`config.mk`:
```
export PLATFORM = sky130hd
export DESIGN_NAME = inverse_shifter
export DESIGN_NICKNAME = d
export VERILOG_FILES = /design/src/rtl/inverse_shifter.sv
export SDC_FILE = /design/constraint.sdc
export NUM_CORES = 1
export LEC_CHECK = 0
export ABC_AREA = 1
export CAP_MARGIN = 10
export CORE_ASPECT_RATIO = 0.7
export CORE_MARGIN = 5
export CORE_UTILIZATION = 25
export CTS_BUF_LIST = sky130_fd_sc_hd__clkbuf_4 sky130_fd_sc_hd__clkbuf_8
export DETAILED_ROUTE_END_ITERATION = 10
export GPL_ROUTABILITY_DRIVEN = 0
export PLACE_DENSITY_LB_ADDON = 0.15
export SETUP_SLACK_MARGIN = 0.15
export SYNTH_ARGS = -nofsm -noshare
export SYNTH_HDL_FRONTEND = slang
export SYNTH_SLANG_ARGS = --single-unit
```
`constraint.sdc`:
```
create_clock -name clk -period 1 [get_ports clk]
set_input_delay 0.2 -clock clk [delete_from_list [all_inputs] [get_ports clk]]
set_output_delay 0.2 -clock clk [all_outputs]
set_load 0.01 [all_outputs]
```
`src/rtl/inverse_shifter.sv`:
```
// inverse_shifter: undoes an earlier power-of-two scaling of an operand.
// It shifts one bit per cycle, and it flags any 1 bit that is shifted out.
// The FSM runs IDLE -> SHIFT (0..2 cycles) -> DONE -> IDLE.
module inverse_shifter #(
    parameter int size = 5
) (
    input  logic            clk,
    input  logic            rst_n,
    input  logic            start,
    input  logic [size-1:0] data,
    input  logic [1:0]      coefficient,
    output logic            busy,
    output logic            done,
    output logic [size-1:0] result,
    output logic            inexact
);

    typedef enum logic [1:0] {
        S_IDLE  = 2'd0,
        S_SHIFT = 2'd1,
        S_DONE  = 2'd2
    } state_t;

    state_t          r_state;
    state_t          w_state_next;
    logic [size-1:0] r_work;
    logic            r_inexact;
    logic [1:0]      r_count;
    logic            r_dir_left;
    logic            w_accept;
    logic [1:0]      w_load_count;
    logic            w_load_left;

    // A start request counts only in IDLE. In the busy states it has no effect.
    assign w_accept = (r_state == S_IDLE) && start;

    // Turn the forward scaling code into the inverse shift direction and amount.
    always_comb begin
        w_load_count = 2'd0;
        w_load_left  = 1'b0;
        case (coefficient)
            2'b00:   w_load_count = 2'd1;               // was x2  -> right 1
            2'b01:   w_load_count = 2'd2;               // was x4  -> right 2
            2'b10: begin                                // was /2  -> left 1
                w_load_count = 2'd1;
                w_load_left  = 1'b1;
            end
            default: w_load_count = 2'd0;               // unscaled -> no shift
        endcase
    end

    // State register. Reset returns the FSM to IDLE at once.
    always_ff @(posedge clk or negedge rst_n) begin
        if (!rst_n) begin
            r_state <= S_IDLE;
        end else begin
            r_state <= w_state_next;
        end
    end

    // Next-state logic. A zero-length operation goes straight to DONE.
    always_comb begin
        w_state_next = r_state;
        case (r_state)
            S_IDLE: begin
                if (w_accept) begin
                    w_state_next = (w_load_count == 2'd0) ? S_DONE : S_SHIFT;
                end
            end
            S_SHIFT: begin
                if (r_count == 2'd1) begin
                    w_state_next = S_DONE;
                end
            end
            S_DONE:  w_state_next = S_IDLE;
            default: w_state_next = S_IDLE;
        endcase
    end

    // Datapath: load on accept, then shift one bit per SHIFT cycle and collect lost bits.
    always_ff @(posedge clk or negedge rst_n) begin
        if (!rst_n) begin
            r_work     <= '0;
            r_inexact  <= 1'b0;
            r_count    <= 2'd0;
            r_dir_left <= 1'b0;
        end else begin
            case (r_state)
                S_IDLE: begin
                    if (w_accept) begin
                        r_work     <= data;
                        r_inexact  <= 1'b0;
                        r_count    <= w_load_count;
                        r_dir_left <= w_load_left;
                    end
                end
                S_SHIFT: begin
                    if (r_dir_left) begin
                        r_work    <= {r_work[size-2:0], 1'b0};
                        r_inexact <= r_inexact | r_work[size-1];
                    end else begin
                        r_work    <= {1'b0, r_work[size-1:1]};
                        r_inexact <= r_inexact | r_work[0];
                    end
                    r_count <= r_count - 2'd1;
                end
                default: begin
                    // DONE: keep the final values so they can be read.
                end
            endcase
        end
    end

    assign busy    = (r_state != S_IDLE);
    assign done    = (r_state == S_DONE);
    assign result  = r_work;
    assign inexact = r_inexact;

endmodule

```
==> flow_summary.yaml <==
power:
  switching_share: 0.4095
  max-vdd-ir-drop_mv: 1.039
  power.density_nw_per_um2: 3089
  clkPwrFrac: 0.114
  p_leak_uw: 0.0005108
  combPwrFrac: 0.621
  pwr-share-seq: 0.265
  p_switching_uw: 1222
  p_int_uw: 1762
synthesis:
  synthMuxAreaShare: 0
  synth-simple-area-share: 0.3257
  synth_warnings: 0
  syn_nets: 94
  synth_top_family_by_area: "simple AND/OR/NAND/NOR gates"
  synthXorXnorAreaFrac: 0
  synth-adder-area-share: 0.02088
  ys_ff_latch: 11
  netlist-cell-type-count: 14
  synth.top_cell.area_share: 0.4593
  synth_compound_area_frac: 0.1065
  synth.largest_area_cell: "dfrtp_1"
  synthCells: 83
  synthTopCellsByArea: "dfrtp_1 46%, nand2_1 20%, o21ai_0 5.8%"
  yosysSeqAreaShare: 0.4593
  synthesis.area_um2: 599.3
  synth_area_per_cell_um2: 7.221
floorplanning:
  dieWidth_um: 68.52
  die_h_um: 50.97
  start_util: 0.2694
  core_um2: 2225
  die_area_um2: 3492
  io_pins: 18
  row_count: 14
worst_setup_path:
  end_kind: "output pin"
  required_ns: 0.80
  crit_fanout: 3
  critical_path_class: "flop to output pin"
  r2r_cells: 6
  cp-start-kind: "flop"
  reg2reg_from: "r_state[0]"
  critPathLaunch: "r_state[0]"
  cp.arrival_ns: 0.93
global_route:
  grt_max_degree: 12
  antenna_found_initial: 0
  grt.total_usage: 0.1023
  grt_pass1_wl_um: 2580
  gr-total-overflow: 0
  first_global_vias: 582
clock_network:
  post_cts_buffers: 0
  cts_hold_buf: 0
  tritoncts: "done"
  worstSkewPairLatency_ns: 0.27
  h-tree-depth: 1
  clock-sinks: 11
  clk_pin_slew_ns: 0.07
  cts-root-buf: "clkbuf_4"
  clockBufferDepth: 2
  cts_made_buffers: 3
route:
  remaining_drc_errors: 0
  ant_nets: 0
  avgRoutedWirePerCell_um: 10.16
  drtIter0Drc: 15
  drtPass1Iterations: 4
  wirelength_um: 1555
  vias: 629
  via_per_inst: 4.111
sta:
  finalClockSkew_ns: 0.003308
  worst_slew_pin_slew_ns: 0.1510
  drv_slew: 0
  fin_crit_ns: 1.130
  post-route-period-util: 1.130
  fmax_mhz: 884.6
  setup_slack_ns: -0.1304
  rsz0062_at_grt: "true"
  setup_violations: 12
  finalHoldViolCount: 0
  max_slew_margin: 0.8987
min_path:
  hold_path.class: "input pin to asynchronous set/reset pin"
cells_and_area:
  post-route-util: 0.4342
  antenna_cells: 0
  multi_input_area_um2: 297.8
  layout_common_cells: "30 x nand2_1, 16 x buf_4, 11 x dfrtp_1, 9 x clkdlybuf4s50_1, 8 x inv_1"
  syn_to_final_growth_pct: 61.17
  final_cells: 153
  fin_nets: 133
  layout-drive-gt1-share: 0.3636
  nFillCells: 255
  ff_latch_area_um2: 275.3
  layout.cells.most_common: "nand2_1"
status:
  status: "finished with violations"
  violations: "negative setup slack"
placed_design:
  io_buffers: 17
  dp.final_hpwl_um: 1210
  placed_cells: 149
job:
  drv_cap: 0
what timing repair did:
| item | 4_1_cts | 5_1_grt |
|---|---|---|
| endpoints found under the setup margin | 19 | 19 |
| gates resized for setup | 45 | 6 |
| pin swaps | 2 | 1 |
kinds of logic (layout without fill, tap and decap cells):
kind of cell               Yosys count  count (layout)
adders and majority gates            1               1
and+or+nand+nor                     47              47
DFF                                 11              11
buffers and inverters               12              50
AOI/OAI and AO/OA                   12              12
state kept, by name, indices dropped and copies added (netlist names):
name	cells
r_state	2
r_dir_left	1
r_count	2
inexact	1
result	5
worst paths after layout:
| path | slack, ns | end |
|---|---|---|
| worst max-delay path | -0.13 | busy |
| worst min-delay path | 0.21 | r_dir_left |
| worst max register to register | -0.10 | result[0] |
| worst min register to register | 0.48 | r_count[1] |
| max in group asynchronous | 0.63 | result[4] |
| min in group clk | 0.48 | r_count[1] |
metrics by stage:
stage	hold slack, ns	setup TNS (ns)	setup slack, ns	area (um2)	power [uW]
4_1_cts	0.2155	-1.064	-0.1390	948.4	2937
3_3_place_gp	0.4677	-3.121	-0.2702	935.9	2626
3_5_place_dp	0.4752	-3.328	-0.2847	935.9	2626
5_1_grt	0.2338	-2.162	-0.1905	965.9	3274
6_report	0.2141	-0.9950	-0.1304	965.9	2983
2_1_floorplan	-0.09559	-0.03116	-0.03116	601.8	1666
layout make-up:
class                      count  area share
clock buffer                   4     0.03109
inverter                      11     0.04534
multi-input combinational     60      0.3083
sequential                    11      0.2850
tap                           32     0.04145
timing repair buffer          35      0.2889
cells in the mapped netlist:
library cell  count
a21oi_1           4
inv_1             9
ha_1              1
nor2_1            6
nand3_1           5
nand2_1          32
o21ai_2           1
inv_2             2
or2_4             1
dfrtp_1          11
o21ai_0           7
nor2_2            1
nand2_2           2
buf_6             1
power by group through the flow:
| stage | Sequential, uW | Clock [uW] | Combinational (uW) |
|---|---|---|---|
| 2_1_floorplan | 889 | 0 | 777 |
| 5_1_grt | 819 | 373 | 2080 |
| 6_report | 790 | 341 | 1850 |
| 3_3_place_gp | 789 | 0 | 1840 |
| 4_1_cts | 781 | 355 | 1800 |
| 3_5_place_dp | 787 | 0 | 1840 |
worst max-delay path, cell delays in order, from the launching register on:
cell and delay [ns]:
dfrtp_1 0.40, inv_1 0.06, nand2_1 0.06, buf_2 0.14
metal layers:
| metal | vias to the layer above | global-route usage | part of all wire |
|---|---|---|---|
| met3 | 2 | 0.05482 | 0.093 |
| met4 | 0 | 0.02970 | 0.0077 |
| met5 | - | 0 | 0 |
| met2 | 14 | 0.1363 | 0.39 |
| li1 | 335 | - | - |
| met1 | 278 | 0.1408 | 0.51 |
Note: power is estimated with default switching activity, not from simulation.
